### config.mk
export PLATFORM = sky130hd
export DESIGN_NAME = qu_int_issue_queue
export DESIGN_NICKNAME = d
export VERILOG_FILES = /design/src/rtl/qu_uop_pkg.sv /design/src/rtl/qu_prio_enc.sv /design/src/rtl/qu_int_issue_queue.sv
export SDC_FILE = /design/constraint.sdc
export NUM_CORES = 1
export LEC_CHECK = 0
export ABC_AREA = 1
export BUFFER_PORTS_ARGS = -buffer_cell sky130_fd_sc_hd__buf_2
export CAP_MARGIN = 5
export CORE_ASPECT_RATIO = 1.2
export CORE_MARGIN = 1.5
export CORE_UTILIZATION = 42
export CTS_BUF_LIST = sky130_fd_sc_hd__clkbuf_16
export CTS_CLUSTER_DIAMETER = 100
export DETAILED_ROUTE_END_ITERATION = 10
export PLACE_DENSITY = 0.65
export SYNTH_ARGS = -nofsm -noshare
export SYNTH_HDL_FRONTEND = slang
export SYNTH_SLANG_ARGS = --single-unit
export TNS_END_PERCENT = 5
### constraint.sdc
create_clock -name clk -period 11.39 [get_ports clk]
set_input_delay 2.278 -clock clk [delete_from_list [all_inputs] [get_ports clk]]
set_output_delay 2.278 -clock clk [all_outputs]
set_load 0.02 [all_outputs]
### src/rtl/qu_uop_pkg.sv
// rtl/qu_uop_pkg.sv - shared micro-op and issue-queue entry types
package qu_uop;

    localparam int PHY_RF_ADDR_WIDTH = 6;
    localparam int IQ_DEPTH          = 8;

    typedef enum logic [1:0] {
        OPT_INT  = 2'd0,
        OPT_CONT = 2'd1,
        OPT_MEM  = 2'd2,
        OPT_FP   = 2'd3
    } optype_e;

    typedef struct packed {
        optype_e                        optype;
        logic [5:0]                     opcode;
        logic [PHY_RF_ADDR_WIDTH-1:0]   rd;
        logic [PHY_RF_ADDR_WIDTH-1:0]   rs1;
        logic                           rs1_valid;
        logic [PHY_RF_ADDR_WIDTH-1:0]   rs2;
        logic                           rs2_valid;
        logic [11:0]                    imm;
    } uop_t;

    typedef struct packed {
        logic   valid;
        logic   rs1_rdy;
        logic   rs2_rdy;
        uop_t   uop;
    } iq_entry_t;

    // An operand the uop does not read never blocks issue.
    function automatic logic operand_ok(input logic used, input logic rdy);
        return !used || rdy;
    endfunction

endpackage

### src/rtl/qu_prio_enc.sv
// rtl/qu_prio_enc.sv - lowest-index-first one-hot and index picker
module qu_prio_enc #(
    parameter int WIDTH = 8,
    parameter int IDX_W = (WIDTH > 1) ? $clog2(WIDTH) : 1
) (
    input  logic [WIDTH-1:0] i_req,
    output logic             o_found,
    output logic [WIDTH-1:0] o_onehot,
    output logic [IDX_W-1:0] o_idx
);

    assign o_found = |i_req;

    // Scan from the top down so the lowest requesting index wins.
    always_comb begin
        o_idx    = '0;
        o_onehot = '0;
        for (int i = WIDTH - 1; i >= 0; i--) begin
            if (i_req[i]) begin
                o_idx       = IDX_W'(i);
                o_onehot    = '0;
                o_onehot[i] = 1'b1;
            end
        end
    end

endmodule

### src/rtl/qu_int_issue_queue.sv
// rtl/qu_int_issue_queue.sv - integer/control issue queue with writeback wakeup
module qu_int_issue_queue
    import qu_uop::*;
#(
    parameter int DEPTH     = IQ_DEPTH,
    parameter int CNT_WIDTH = $clog2(DEPTH) + 1
) (
    input  logic                          clk,
    input  logic                          rst,
    input  logic                          flush,
    input  logic                          in_valid,
    output logic                          in_ready,
    input  uop_t                          in_uop,
    input  logic                          in_rs1_rdy,
    input  logic                          in_rs2_rdy,
    input  logic                          wb_valid,
    input  logic [PHY_RF_ADDR_WIDTH-1:0]  wb_tag,
    output logic                          issue_valid,
    input  logic                          issue_ready,
    output uop_t                          issue_uop,
    output logic [CNT_WIDTH-1:0]          count
);

    localparam int IDX_W = (DEPTH > 1) ? $clog2(DEPTH) : 1;

    iq_entry_t              r_entries [DEPTH];
    logic [CNT_WIDTH-1:0]   r_count;

    logic [DEPTH-1:0]       w_free;
    logic [DEPTH-1:0]       w_elig;
    logic                   w_free_found;
    logic [DEPTH-1:0]       w_free_oh;
    logic [IDX_W-1:0]       w_free_idx_unused;
    logic                   w_iss_found;
    logic [DEPTH-1:0]       w_iss_oh;
    logic [IDX_W-1:0]       w_iss_idx;
    logic                   w_enq;
    logic                   w_deq;
    logic                   w_in_rs1_rdy;
    logic                   w_in_rs2_rdy;

    always_comb begin
        w_free = '0;
        w_elig = '0;
        for (int i = 0; i < DEPTH; i++) begin
            w_free[i] = !r_entries[i].valid;
            w_elig[i] = r_entries[i].valid
                      && operand_ok(r_entries[i].uop.rs1_valid, r_entries[i].rs1_rdy)
                      && operand_ok(r_entries[i].uop.rs2_valid, r_entries[i].rs2_rdy);
        end
    end

    qu_prio_enc #(.WIDTH(DEPTH), .IDX_W(IDX_W)) u_free_pick (
        .i_req    (w_free),
        .o_found  (w_free_found),
        .o_onehot (w_free_oh),
        .o_idx    (w_free_idx_unused)
    );

    qu_prio_enc #(.WIDTH(DEPTH), .IDX_W(IDX_W)) u_issue_pick (
        .i_req    (w_elig),
        .o_found  (w_iss_found),
        .o_onehot (w_iss_oh),
        .o_idx    (w_iss_idx)
    );

    // Occupancy comes from the registered count only, so an issue this
    // cycle never opens a slot for an enqueue in the same cycle.
    assign in_ready    = (r_count < CNT_WIDTH'(DEPTH));
    assign count       = r_count;
    assign issue_valid = w_iss_found;

    always_comb begin
        issue_uop = '0;
        if (w_iss_found) begin
            issue_uop = r_entries[w_iss_idx].uop;
        end
    end

    assign w_enq        = in_valid && in_ready && w_free_found && !flush;
    assign w_deq        = w_iss_found && issue_ready && !flush;
    assign w_in_rs1_rdy = in_rs1_rdy || (wb_valid && (wb_tag == in_uop.rs1));
    assign w_in_rs2_rdy = in_rs2_rdy || (wb_valid && (wb_tag == in_uop.rs2));

    always_ff @(posedge clk or posedge rst) begin
        if (rst) begin
            for (int i = 0; i < DEPTH; i++) begin
                r_entries[i].valid   <= 1'b0;
                r_entries[i].rs1_rdy <= 1'b0;
                r_entries[i].rs2_rdy <= 1'b0;
                r_entries[i].uop     <= '0;
            end
            r_count <= '0;
        end else if (flush) begin
            for (int i = 0; i < DEPTH; i++) begin
                r_entries[i].valid <= 1'b0;
            end
            r_count <= '0;
        end else begin
            for (int i = 0; i < DEPTH; i++) begin
                // Tag match alone wakes the operand; rs*_valid only matters at select.
                if (r_entries[i].valid && wb_valid) begin
                    if (r_entries[i].uop.rs1 == wb_tag) r_entries[i].rs1_rdy <= 1'b1;
                    if (r_entries[i].uop.rs2 == wb_tag) r_entries[i].rs2_rdy <= 1'b1;
                end
                if (w_deq && w_iss_oh[i]) begin
                    r_entries[i].valid <= 1'b0;
                end
                if (w_enq && w_free_oh[i]) begin
                    r_entries[i].valid   <= 1'b1;
                    r_entries[i].uop     <= in_uop;
                    r_entries[i].rs1_rdy <= w_in_rs1_rdy;
                    r_entries[i].rs2_rdy <= w_in_rs2_rdy;
                end
            end
            r_count <= r_count + CNT_WIDTH'(w_enq) - CNT_WIDTH'(w_deq);
        end
    end

endmodule

## After elaboration in Yosys (flattened, before gate mapping)

Cells that the tools add are included.

| cells by class | value |
|---|---|
| add/subtract/negate cells | 2 |
| multiply operators | 0 |
| divide/modulo/power cells | 0 |
| order comparisons | 2 |
| eq/ne operators | 18 |
| shift-type cells | 0 |
| muxes and demuxes | 77 |
| bitwise logic cells | 2 |
| reductions and logical operators | 148 |

Operators with widths:

| kind | number |
|---|---|
| 43-bit two-way mux | 8 |
| 43-bit binary-select mux with 3-bit select | 1 |
| 8-bit two-way mux | 16 |
| 40-bit two-way mux | 3 |
| 6-bit equality test | 18 |
| 3-bit AND reduction | 16 |
| 2-bit nonzero test | 24 |
| 1-bit logical AND | 47 |
| 1-bit two-way mux | 32 |
| 1-bit zero test | 25 |
| 3-bit two-way mux | 8 |
| 3-bit nonzero test | 8 |
| 1-bit logical OR | 18 |
| 2-bit two-way mux | 8 |
| 2-bit AND reduction | 8 |
| 8-bit OR reduction | 2 |
| 4-bit by 1-bit adder with 4-bit output | 1 |
| 4-bit greater-or-equal comparator, second input constant | 1 |
| 4-bit < comparator, second input constant | 1 |
| 4-bit two-way mux | 1 |
| 3-bit NOT with 4-bit output | 1 |
| 4-bit by 1-bit subtractor with 4-bit output | 1 |
| 1-bit NOT | 1 |

| word-level totals | value |
|---|---|
| register bits | 348 |
| latch bits | 0 |
| memory bits (writable) | 0 |
| ROM bits | 0 |
| output and inout bits | 46 |
| memories | 0 |

## Logic depth before layout (Yosys ltp)

Gate-level depths: netlist (run 1).

| depth | value |
|---|---|
| depth after elaboration | 17 |
| depth in mapped cells | 15 |

## Cells and area by module

From an unflattened synthesis (run 1), not the netlist that was laid out.

| unflattened totals | value |
|---|---|
| cells, all modules | 2478 |
| area, all modules | 18282.5 um^2 |

Modules (own cells, without submodules):

| module | times used | cells an instance | area each (um^2) |
|---|---|---|---|
| qu_int_issue_queue | 1 | 2408 | 17944.7 |
| qu_prio_enc | 2 | 35 | 168.9 |

## Least setup slack after synthesis (run 1)

No wires, ideal clock.

| timing path | value |
|---|---|
| kind | flip-flop to output port |
| from | reg r_entries[62] (netlist bit) |
| to | out issue_uop[0] (netlist bit) |
| arrival | 1662 ps |
| data required time | 9112 ps |
| setup slack | 7450 ps |
| stages on the path, launching flop included | 11 |
| path buffers | 1 |
| path through | dfrtp_1 nand2_1 nand3_1 o21ai_1 nand3_1 a21oi_4 inv_2 clkbuf_1 nand3_1 nand3_1 nand2_1 |

RTL lines:

| element | line | text |
|---|---|---|
| start, declared | qu_int_issue_queue.sv:26 | `iq_entry_t r_entries [DEPTH];` |
| end, declared | qu_int_issue_queue.sv:20 | `output uop_t issue_uop,` |

==> results of run 1 <==
kinds of logic (layout without fill, tap and decap cells):
| group | after synthesis | count (layout) | synth area share, % |
|---|---|---|---|
| AOI/OAI and AO/OA | 367 | 367 | 10.6 |
| xor gates and xnor gates | 43 | 43 | 2.12 |
| adders and majority gates | 5 | 5 | 0.395 |
| buffers and inverters | 304 | 317 | 7.63 |
| DFF | 348 | 348 | 49.1 |
| other | 0 | 1 | 0 |
| and+or+nand+nor | 1233 | 1233 | 30.1 |
cell usage in the layout, fill, tap and decap left out, types with 2 or more instances in the layout:
master and instances:
nand2_1 611, nand3_1 430, dfrtp_1 348, o21ai_0 320
inv_1 136, nor2_1 128, buf_2 99, clkbuf_16 39
xor2_1 35, nor4_1 21, o21ai_1 18, nor3b_1 14
a21oi_1 12, clkinv_1 11, xnor2_1 8, nor3_1 8
buf_4 8, o22ai_1 7, bufinv_16 7, nand4_1 6
nand2_4 6, clkinv_2 6, inv_2 5, nand3_4 4
ha_1 4, a211oi_1 2, a221oi_1 2, clkinvlp_4 2
buf_12 2
critical path, cell delays in order, from the launching register on:
cell,delay [ns]
dfrtp_1,0.42
inv_1,0.16
a21oi_1,0.07
o21ai_2,0.15
nand2_1,0.12
inv_1,0.11
nand2_4,0.49
nand2_4,0.89
buf_4,0.82
nand2_1,0.13
nand3_1,0.12
nand3_1,0.08
nand2_1,0.12
buf_2,0.17
state kept, by name (all words and copies together), names as in the netlist:
name	flops
r_entries	344
count	4
power by group through the flow:
stage | clock [uW] | combinational [uW] | sequential [uW]
finish | 1290 | 760 | 1570
global route | 1360 | 864 | 1590
floorplan | 0 | 553 | 1550
CTS | 1320 | 766 | 1560
detailed placement | 0 | 762 | 1590
global placement | 0 | 749 | 1580
how the worst max path moves through the flow:
stage,startpoint,to,depth (start not counted)
2_1_floorplan,rst,count[0],1
3_3_place_gp,r_entries[343],issue_uop[19],13
3_5_place_dp,r_entries[343],issue_uop[19],13
4_1_cts,r_entries[343],issue_uop[19],13
5_1_grt,r_entries[343],issue_uop[22],13
6_report,r_entries[343],issue_uop[21],13
metal layers:
metal,global-route usage (%),vias to the layer above
met5,0,-
met3,3.91,94
met2,39.4,533
met1,34.0,7697
li1,-,7534
met4,7.75,2
cell type report:
class / instances / area (um2)
Antenna cell: 1 / 2.50
Clock buffer: 39 / 976
Clock inverter: 30 / 318
Fill cell: 4179 / 22100
Inverter: 139 / 526
Multi-Input combinational cell: 1648 / 7750
Sequential cell: 348 / 8710
Tap cell: 546 / 683
Timing Repair Buffer: 109 / 596
metrics by stage:
step / utilization [%] / total power [uW] / setup WS [ns] / instance area [um2] / hold WS (ns)
after floorplan: - / 2100 / 4.45 / 17700 / 0.451
after global placement: 43.9 / 2330 / 5.20 / 18300 / 0.466
after detailed placement: 43.9 / 2350 / 5.16 / 18300 / 0.473
after CTS: 47.0 / 3650 / 4.58 / 19600 / 0.488
after global routing: 47.0 / 3810 / 4.27 / 19600 / 0.503
final: 47.0 / 3620 / 4.56 / 19600 / 0.485
==> run metrics, run 1 <==
status=complete, no violations; first-pass GRT wire length=85200 um; hold_buf cts=0; Pint=2470 uW; Max Root-Sink Buffers=3; clock sink count=348; leakage power=0.00919 uW; H-tree depth=2; NetSw=1150 uW; clock buffer count from CTS=38; switching portion of total power=31.9%; Worst-path clk slew=0.06 ns; RSZ-0062 raised after global routing=no; CP endpoint kind=output port; I/O pin total=100; Critical Path RT=9.11 ns; synthesis-stage register bit count=348; GPL Wtd Cong=0.911; Chip Height=228 um; WL final=53300 um; Final Cycle Share=59.9%; Post-synth top cells=613 x nand2_1, 432 x nand3_1, 348 x dfrtp_1; via count=15860; Post-Synthesis Cells=2300; ys flop type=dfrtp_1; hold crit path type=flip-flop to flip-flop; worst hold start=r_entries[297]; Post-Syn Area=17700 um2; Yosys cell types=38; WL met3=3240 um; largest cells by area after synthesis=dfrtp_1 49%, nand2_1 13%, nand3_1 12%; Max Cap Viol=0; Nets=2343; CTS tree=yes; clk_skew=0.0168 ns; post-cts resize count=0; Final Max Tran Viols=0; worst reg2reg path endpoint=r_entries[127]; critical path class=flip-flop to output port; Overflow after GRT=0; largest net degree at the start of global routing=167; Hold EP=r_entries[297]; final hold viol count=0; highest metal used=met5; initial antenna violation count=2; initial DRC count=1548; placed wire-length estimate=30100 um; Post-CTS Setup Inserts=0; Comb power frac=21.0%; vias in the first global route=15086; # placed instances=2790; Wirelength per Cell=18.6 um; ratio of cells with drive above 1 in the final layout=7.91%; Vias/cell=5.55; CORE AREA=41700 um2; hold path cells=2; Rel. slew slack=24.0%; worst r2r path cells=10; Synth area leader=dfrtp_1; DR pass1 iterations=6; clock root cell=clkbuf_16; Worst Tran Pin Value=1.14 ns; met1 WL=23400 um; Seq pwr share=43.3%; Syn. warnings=0; Clock Power Share=35.7%; Max IR drop VDD=129 uV; Die X=191 um; Pwr per Cell Area=185 nW/um2; row count=82; Setup violations, final=0; port buffer count=99; asr flop ratio synth=100%; most frequent cell after synthesis=nand2_1; EDFF count, synth=0; Final min period=6.83 ns; synthesis-to-layout area growth=10.4%; Post-DRT Antenna Nets=0; Achievable Freq=0.147 GHz; maximum fanout along the worst path=86; Worst R2R Setup Slack=8.25 ns; Starting Density=42.6%; syn_nets=2359; CP arrival=4.55 ns; latest clock arrival within the worst-skew pair=0.54 ns; Syn Area/Cell=7.71 um2; overall routing resource usage=24.6%; startpoint types=flip-flop; setup TNS=0 ns; met2 WL=25200 um; DR DRC count=0; RR Startpoint=r_entries[171]; fin cells=2860; total die area=43500 um2; sequential share of the synthesized area=49.1%; post-synth top area share=49.1%
Note: power is estimated with default switching activity, not from simulation.
==> inputs of run 2 (changes only) <==
- clock period: 11.39 -> 5.6 ns (I/O delays scaled with it)
==> run 2 against run 1 <==
Final cell count hardly changed; sequential cell count stayed put; non-clock buffer count is 4 higher; first-iteration DRC count is 11% higher; clock skew is 0.0045 ns lower; wire length is 2.4% higher.
==> run metrics, run 2 (synthesized netlist as in run 1, its figures left out) <==
Setup violations, final=0 (unchanged); Die X=191 um (unchanged); worst hold start=r_entries[9]; CTS tree=yes; placed wire-length estimate=31000 um (+2.8%); largest net degree at the start of global routing=161 (-3.6%); final core area utilization=46.9% (-0.11 points); I/O pin total=100 (unchanged); Chip Height=228 um (unchanged); Overflow after GRT=0 (unchanged); RR Startpoint=r_entries[343]; Final Cycle Share=83.3%; initial DRC count=1719 (+11%); filler cell count=4171 (-0.19%); total die area=43500 um2 (unchanged); Post-CTS Setup Inserts=0 (unchanged); post-cts resize count=0 (unchanged); via count=16035 (+1.1%); clock root cell=clkbuf_16; largest reg by FF count=r_entries; DR pass1 iterations=6 (unchanged); H-tree depth=2 (unchanged); GPL Wtd Cong=0.928 (+1.9%); max reg flops=344 (unchanged); startpoint types=flip-flop; overall routing resource usage=25.4% (+0.74 points); fin cells=2858 (-0.070%); leakage power=0.00918 uW (-0.10%); first-pass GRT wire length=87400 um (+2.5%); storage element area=8710 um2 (unchanged); CP arrival=3.54 ns (-1.01 ns); Achievable Freq=0.214 GHz; latest clock arrival within the worst-skew pair=0.54 ns (about the same); vias in the first global route=15372 (+1.9%); Max IR drop VDD=223 uV (+73%); clk_skew=0.0123 ns (-0.00450 ns); Final Max Tran Viols=0 (unchanged); clock sink count=348 (unchanged); hold_buf cts=0 (unchanged); Worst-path clk slew=0.06 ns (about the same); # placed instances=2794 (+0.14%); synthesis-to-layout area growth=10.1%; Post-DRT Antenna Nets=0 (unchanged); Worst Tran Pin Value=1.20 ns (+0.0635 ns); Multi-input gate area=7750 um2 (unchanged); Nets=2347 (+0.17%); Final min period=4.66 ns; Rel. slew slack=19.7% (-4.2 points); Max Root-Sink Buffers=3 (unchanged); most frequent cells in the layout=611 x nand2_1, 430 x nand3_1, 348 x dfrtp_1; Starting Density=42.6% (unchanged); maximum fanout along the worst path=86 (unchanged); Max Cap Viol=0 (unchanged); port buffer count=99 (unchanged); critical path class=flip-flop to output port; status=complete, no violations; CP endpoint kind=output port; most common cell after layout, fill and taps aside=nand2_1; RSZ-0062 raised after global routing=no; CORE AREA=41700 um2 (unchanged); initial antenna violation count=2 (unchanged); Pwr per Cell Area=367 nW/um2 (+98%); Vias/cell=5.61 (+1.2%); row count=82 (unchanged); Critical Path RT=4.48 ns (-4.63 ns); WL final=54600 um (+2.4%); DR DRC count=0 (unchanged); hold crit path type=flip-flop to flip-flop; final hold viol count=0 (unchanged); clock buffer count from CTS=38 (unchanged); ratio of cells with drive above 1 in the final layout=7.79% (-0.12 points); CP Launch Point=r_entries[343]; Wirelength per Cell=19.1 um (+2.5%)
## run 2: worst paths after layout
path / endpoint / slack [ns] / depth (start not counted)
hold reg to reg: r_entries[9] / 0.48 / 2
hold / removal: r_entries[9] / 0.48 / 2
setup reg to reg: count[2] / 2.47 / 14
setup / recovery: issue_uop[38] / 0.94 / 10
max in group asynchronous: r_entries[291] / 3.33 / 3
min in group asynchronous: r_entries[99] / 0.84 / 2
## run 2: metrics by stage
step | hold WS [ns] | power, uW | setup TNS, ns | setup slack [ns] | area (um2)
5_1_grt | 0.503 | 7560 | 0 | 0.697 | 19500
3_3_place_gp | 0.466 | 4750 | 0 | 1.60 | 18300
2_1_floorplan | 0.451 | 4280 | -62.10 | -0.178 | 17700
3_5_place_dp | 0.473 | 4790 | 0 | 1.54 | 18300
6_report | 0.483 | 7170 | 0 | 0.937 | 19500
4_1_cts | 0.487 | 7210 | 0 | 0.962 | 19500
## run 2: layer usage
layer / global-route usage, % / routed length [um]
met5: 0 / 11
met4: 7.95 / 1350
met3: 3.86 / 3790
met2: 40.8 / 25700
met1: 35.0 / 23700
## run 2: critical path, cell delays in order, from the launching register on
cell and delay (ns):
dfrtp_1 0.41, inv_1 0.13, a21oi_1 0.16, o21ai_2 0.14
nand2_8 0.45, buf_4 0.84, nand3_1 0.17, nand3_1 0.14
nand3_1 0.11, nand2_1 0.17, buf_2 0.18
## run 2: where the power goes
group	switching, uW	internal, uW	total (uW)
clock	1010	1400	2410
combinational	1040	538	1570
sequential	282	2900	3180
## run 2: layout make-up
cell class / instances / area share [%]
timing repair buffer: 113 / 3.46
multi-input combinational: 1648 / 39.7
clock inverter: 21 / 0.724
clock buffer: 41 / 5.26
tap: 546 / 3.50
sequential: 348 / 44.6
antenna: 2 / 0.0256
inverter: 139 / 2.69
